--- src/rtl/change_payout.sv ---
// Change-payout controller: pays a half-dollar-unit amount greedily (dollars first) through
// the dollar and half-dollar hoppers using a four-phase drop/ack handshake with a timeout.
module change_payout #(
  parameter int unsigned AMT_W   = 4,
  parameter int unsigned TIMEOUT = 200
) (
  input  logic             clk,
  input  logic             reset,
  input  logic             req,
  input  logic [AMT_W-1:0] amount,
  input  logic             coin_ack,
  input  logic             one_empty,
  input  logic             half_empty,
  output logic             drop_one,
  output logic             drop_half,
  output logic             busy,
  output logic             done,
  output logic             fault,
  output logic [AMT_W-1:0] paid,
  output logic [AMT_W-1:0] remain
);

  typedef enum logic [2:0] {
    StIdle,
    StSelect,
    StReq,
    StRel,
    StDone,
    StFault
  } state_e;

  // Last timer value at which the awaited edge is still accepted is TIMEOUT-2; an edge seen
  // while the timer sits at TIMEOUT-1 would land as the timer reaches TIMEOUT.
  localparam logic [7:0]       TimerLast = 8'(TIMEOUT - 1);
  localparam logic [AMT_W-1:0] AmtOne    = AMT_W'(1);
  localparam logic [AMT_W-1:0] AmtTwo    = AMT_W'(2);

  state_e           state_q, state_d;
  logic [7:0]       timer_q, timer_d;
  logic             drop_one_q, drop_one_d;
  logic             drop_half_q, drop_half_d;
  logic             fault_q, fault_d;
  logic [AMT_W-1:0] paid_q, paid_d;
  logic [AMT_W-1:0] remain_q, remain_d;
  logic             timeout_hit;

  assign timeout_hit = (timer_q == TimerLast);

  always_comb begin
    state_d     = state_q;
    timer_d     = timer_q;
    drop_one_d  = drop_one_q;
    drop_half_d = drop_half_q;
    fault_d     = fault_q;
    paid_d      = paid_q;
    remain_d    = remain_q;

    unique case (state_q)
      StIdle: begin
        if (req) begin
          remain_d = amount;
          paid_d   = '0;
          fault_d  = 1'b0;
          state_d  = StSelect;
        end
      end
      StSelect: begin
        if (remain_q == '0) begin
          state_d = StDone;
        end else if (remain_q >= AmtTwo && !one_empty) begin
          drop_one_d = 1'b1;
          timer_d    = '0;
          state_d    = StReq;
        end else if (!half_empty) begin
          drop_half_d = 1'b1;
          timer_d     = '0;
          state_d     = StReq;
        end else begin
          state_d = StFault;
        end
      end
      StReq: begin
        if (timeout_hit) begin
          drop_one_d  = 1'b0;
          drop_half_d = 1'b0;
          state_d     = StFault;
        end else if (coin_ack) begin
          drop_one_d  = 1'b0;
          drop_half_d = 1'b0;
          if (drop_one_q) begin
            remain_d = remain_q - AmtTwo;
            paid_d   = paid_q + AmtTwo;
          end else begin
            remain_d = remain_q - AmtOne;
            paid_d   = paid_q + AmtOne;
          end
          timer_d = '0;
          state_d = StRel;
        end else begin
          timer_d = timer_q + 8'd1;
        end
      end
      StRel: begin
        if (timeout_hit) begin
          drop_one_d  = 1'b0;
          drop_half_d = 1'b0;
          state_d     = StFault;
        end else if (!coin_ack) begin
          state_d = StSelect;
        end else begin
          timer_d = timer_q + 8'd1;
        end
      end
      StDone: begin
        state_d = StIdle;
      end
      StFault: begin
        fault_d = 1'b1;
        state_d = StIdle;
      end
      default: begin
        state_d = StIdle;
      end
    endcase
  end

  always_ff @(posedge clk or negedge reset) begin
    if (!reset) begin
      state_q     <= StIdle;
      timer_q     <= '0;
      drop_one_q  <= 1'b0;
      drop_half_q <= 1'b0;
      fault_q     <= 1'b0;
      paid_q      <= '0;
      remain_q    <= '0;
    end else begin
      state_q     <= state_d;
      timer_q     <= timer_d;
      drop_one_q  <= drop_one_d;
      drop_half_q <= drop_half_d;
      fault_q     <= fault_d;
      paid_q      <= paid_d;
      remain_q    <= remain_d;
    end
  end

  assign drop_one  = drop_one_q;
  assign drop_half = drop_half_q;
  assign busy      = (state_q != StIdle);
  assign done      = (state_q == StDone);
  assign fault     = fault_q;
  assign paid      = paid_q;
  assign remain    = remain_q;

endmodule

--- config.mk ---
export PLATFORM = sky130hd
export DESIGN_NAME = change_payout
export DESIGN_NICKNAME = d
export VERILOG_FILES = /design/src/rtl/change_payout.sv
export SDC_FILE = /design/constraint.sdc
export NUM_CORES = 1
export LEC_CHECK = 0
export ABC_AREA = 1
export CAP_MARGIN = 20
export CORE_ASPECT_RATIO = 1.2
export CORE_MARGIN = 2
export CORE_UTILIZATION = 52
export CTS_CLUSTER_SIZE = 12
export DETAILED_ROUTE_END_ITERATION = 8
export PLACE_DENSITY = 0.78
export SLEW_MARGIN = 20
export SYNTH_ARGS = -nofsm -noshare
export SYNTH_HDL_FRONTEND = slang
export SYNTH_SLANG_ARGS = --single-unit
--- constraint.sdc ---
create_clock -name clk -period 2.9 [get_ports clk]
set_input_delay 0.58 -clock clk [delete_from_list [all_inputs] [get_ports clk]]
set_output_delay 0.58 -clock clk [all_outputs]
set_load 0.05 [all_outputs]
* Word level (Yosys, flattened, before mapping)
Index checks and enable logic that the tools add are counted.
** Storage, ports and cells
- Word-level logic and storage cells :: 85
- Output and inout port bits :: 13
- Register bits after elaboration :: 22
- Bits of input ports :: 10
** Operators by class
- Add/subtract/negate cells :: 5
- Eq/ne operators :: 19
- Reductions and logical operators :: 14
- $lt $le $gt $ge :: 1
- Mux-type cells :: 39
** Operators by type and width (count)
- 2-to-1 mux 8 bit :: 7
- 2-to-1 mux 4 bit :: 8
- 2-to-1 mux 3 bit :: 8
- case mux 8 bit (3 select lines) :: 1
- != test 2 bit (second input constant) :: 10
- case mux 4 bit (2 select lines) :: 2
- case mux 3 bit (4 select lines) :: 1
- AND reduction 6 bit :: 2
- 2-to-1 mux 1 bit :: 9
- != test 3 bit (second input constant) :: 3
- adder 8 x 1 -> 8 bit (second input constant) :: 1
- == test 8 bit (second input constant) :: 1
- == test 3 x 2 -> 1 bit (second input constant) :: 2
- == test 3 bit (second input constant) :: 2
- case mux 1 bit (3 select lines) :: 2
- nonzero test 3 bit :: 2
- AND reduction 5 bit :: 1
- adder 4 x 1 -> 4 bit (second input constant) :: 1
- adder 4 x 2 -> 4 bit (second input constant) :: 1
- greater-or-equal comparator 4 x 2 -> 1 bit (second input constant) :: 1
- zero test 4 bit :: 1
- AND reduction 4 bit :: 1
- nonzero test 2 bit :: 2
- subtractor 4 x 1 -> 4 bit (second input constant) :: 1
- other kinds (8) :: 8

* Depth between registers and ports, before layout
- Depth in word-level cells :: 5
- Mapped depth :: 10
- Mapped depth without buffers :: 10

* Worst setup path after synthesis
OpenSTA, ideal clock, no wires.
- Path kind :: reg2out
- Start point :: reg state_q[0]
- End point :: out done
- Stages on the path, launching flop included :: 4
- Data required time :: 2320 ps
- Arrival :: 1259 ps
- Path buffers :: 0
- Setup slack :: 1061 ps
- Path through :: dfrtp_1 inv_2 nand2_1 nor2_1
** Between the ends
- Cells in the longest elaborated chain, start to end :: 1
** Ends and longest elaborated chain
- start: declaration :: line 38 : state_e state_q, state_d;
- start signal: assignment :: line 129 : state_q <= StIdle;
- start signal: assignment :: line 137 : state_q <= state_d;
- == test 3 bit :: line 150 : assign done = (state_q == StDone);
- end: declaration :: line 17 : output logic done,
Every way passes these cells.

* Worst setup path after layout
- Start point :: reg state_q[0]
- End point :: out busy
** Between the ends
- Cells in the longest elaborated chain, start to end :: 1
** Ends and longest elaborated chain
- nonzero test 3 bit :: line 149 : assign busy = (state_q != StIdle);
- end: declaration :: line 16 : output logic busy,
Every way passes these cells.

==> metrics.md <==
| Metric | Value |
|---|---|
| Outcome | `finished clean` |
| Avg Inst Size Synth | `7.030 um2` |
| Final Util | `0.6482` |
| Critical Path Sink Type | `output port` |
| Global routing's busiest layer | `met2` |
| Worst setup SP type | `register` |
| Diodes inserted | `0` |
| FF+latch count, synth | `22` |
| Placed Instance Area | `0.001769 mm2` |
| Routability cong. | `~0.85` |
| CTS clk-pin slew, worst paths | `approximately 130 ps` |
| CTS tree | `done` |
| Sequential share of the synthesized area | `0.3642` |
| CORE AREA | `approximately 0.0028 mm2` |
| Final slew viol count | `0` |
| RSZ-0062 raised after global routing | `no` |
| Max Cap Viol | `0` |
| Worst-Margin Slew | `approximately 490 ps` |
| Clk_skew | `~3.3 ps` |
| Minimum clock period after layout | `2455 ps` |
| Yosys cell types | `26` |
| First-pass GRT wire length | `5844 um` |
| Clock Tree Root | `clkbuf_4` |
| Initial Util | `0.5427` |
| Met2 usage | `0.3981` |
| Buffers on Ports | `22` |
| Mapped Nets | `between 200 and 250` |
| Setup TNS | `0 ps` |
| Post-Syn Instances | `215` |
| Worst Path Arrival | `1870 ps` |
| Ys Warns | `0` |
| # rows | `21` |
| ANT nets after route | `0` |
| Post-synthesis async set-or-reset flop share | `1.000` |
| Largest cells by area after synthesis | `dfrtp_1 (36%), nand2_1 (18%), nand3_1 (8.3%), ha_1 (5.8%), o21ai_0 (5.6%)` |
| Post-synth EDFFs | `0` |
| Starting DRT DRC Count | `38` |
| Crit Path Category | `reg -> out` |
| Final setup viols | `0` |
| Cell Pwr Density | `roughly 1100 mW/mm2` |
| Number of global-route vias before repair | `~1400` |
| H-tree depth | `1` |
| Post-CTS Resized | `0` |
| Slew headroom | `0.6690` |
| Clock sinks | `22` |
| Setup Buffers After CTS | `0` |
| Via density | `~5.2` |
| Vias post-DR | `between 1000 and 1500` |
| Final instance area | `roughly 0.0018 mm2` |
| Top-count cell post-synth | `nand2_1` |
| Die Span X | `between 50 and 60 um` |
| Hold Buf Count CTS | `0` |
| Clock buffer depth | `2` |
| Post-Syn Area | `about 0.0015 mm2` |
| Area grow syn2layout | `19.45%` |
| # DRC | `0` |
| Worst vdd ir | `roughly 0.00093 V` |
| WL per Instance | `12.24 um` |
| CTS buffer count | `3` |
| Req. time, crit path | `2320 ps` |
| Dpl hpwl | `around 2500 um` |
| First-pass detailed-route iteration total | `4` |
| Die area | `around 0.0034 mm2` |
| Later-pin clock latency in the skew report | `300 ps` |
| CP Max Fanout | `7` |
| GRT Overall Usage | `0.2288` |
| Maximum clock frequency | `407.4 MHz` |
| Share of cells above drive strength 1 | `0.08333` |
| Final Hold Viols | `0` |
| Synth top cells by count | `nand2_1 (72), nand3_1 (25), dfrtp_1 (22)` |
| Predominant post-synthesis flop cell | `dfrtp_1` |
| Crit share post-route | `0.8465` |
| Filler cells | `261` |
| GRT overflow | `0` |
| Ports | `23` |
| Fin nets | `~260` |
| Top cell type's share of synthesized area | `0.3642` |
| Post-synth top area cell | `dfrtp_1` |
| Global routing met1 resource utilization | `0.2848` |
| Met3 Usage GRT | `0.02844` |
| Placed cell count | `270` |
| Largest net degree at the start of global routing | `23` |
| Die H | `63.06 um` |
| Antenna violations before repair | `0` |
| Final WL | `between 3000 and 4000 um` |
| Post-route insts no fill | `274` |
| Leak Pwr | `0.8776 nW` |
| Hold Path Class | `reg -> reg` |
[final timing paths]
| path | end | depth (start not counted) | slack (ps) | startpoint |
|---|---|---|---|---|
| min reg2reg | fault | 2 | 510 | fault |
| max reg2reg | state_q[0] | 9 | 1120 | timer_q[0] |
| max in group asynchronous | timer_q[5] | 2 | 2060 | reset |
| max | busy | 3 | 450 | state_q[0] |
| min in group asynchronous | remain[3] | 2 | 610 | reset |
| min | fault | 2 | 510 | fault |
[stage by stage]
step           setup slack [ps]  power (mW)  hold WS [ps]
2_1_floorplan              1061       1.527         284.4
3_3_place_gp              804.6       1.874         473.1
3_5_place_dp              792.9       1.894         481.2
4_1_cts                   425.2       2.078         513.5
5_1_grt                   328.4       2.265         541.1
6_report                  445.3       2.056         507.6
[layer usage]
layer  part of all wire  wire (um)
met1               0.45       1513
met5                  0          0
met3              0.021         71
met4             0.0069         23
met2               0.52       1745
[cells in the final DEF, fill, tap and decap left out, types with 2 or more instances in the layout]
| master | instances |
|---|---|
| nor2_1 | 15 |
| o21ai_1 | 4 |
| o21ai_0 | 17 |
| nand3_1 | 25 |
| clkdlybuf4s50_1 | 22 |
| nor2_2 | 2 |
| xor2_1 | 3 |
| nand2_1 | 72 |
| inv_2 | 4 |
| dfrtp_1 | 22 |
| nand2_2 | 3 |
| ha_1 | 7 |
| a21oi_1 | 4 |
| nand4_1 | 5 |
| nor2_4 | 2 |
| o211ai_1 | 2 |
| clkbuf_4 | 3 |
| inv_1 | 16 |
| nand3_2 | 2 |
| a211oi_1 | 2 |
[cells by family after synthesis]
logic type	synth area share
compound gates	0.1134
xor+xnor	0.02318
fa+ha+maj	0.05794
buf+inv	0.05794
simple gates	0.3833
flops	0.3642
[registers in the layout, indices dropped and copies added, names as in the netlist]
| register | count |
|---|---|
| state_q | 3 |
| drop_half | 1 |
| remain | 4 |
| paid | 4 |
| timer_q | 8 |
| drop_one | 1 |
| fault | 1 |
[where the power goes]
group	switching (mW)	internal (mW)
registers	0.146	0.419
clock network	0.0942	0.0765
logic	0.894	0.426
[final cells by class]
| type | count | area [um2] | area share |
|---|---|---|---|
| tap | 34 | 42.54 | 0.02356 |
| timing repair buffer | 23 | 227.7 | 0.1261 |
| multi-input combinational | 171 | 873.3 | 0.4837 |
| sequential | 22 | 550.5 | 0.3049 |
| inverter | 20 | 75.07 | 0.04158 |
| clock buffer | 4 | 36.28 | 0.02010 |
[worst max-delay path: stages, from the launching register on]
cell	delay, ps
dfrtp_1	460
inv_2	110
nand3_1	170
clkdlybuf4s50_1	830
No activity file was read; power rests on OpenSTA's default activity.
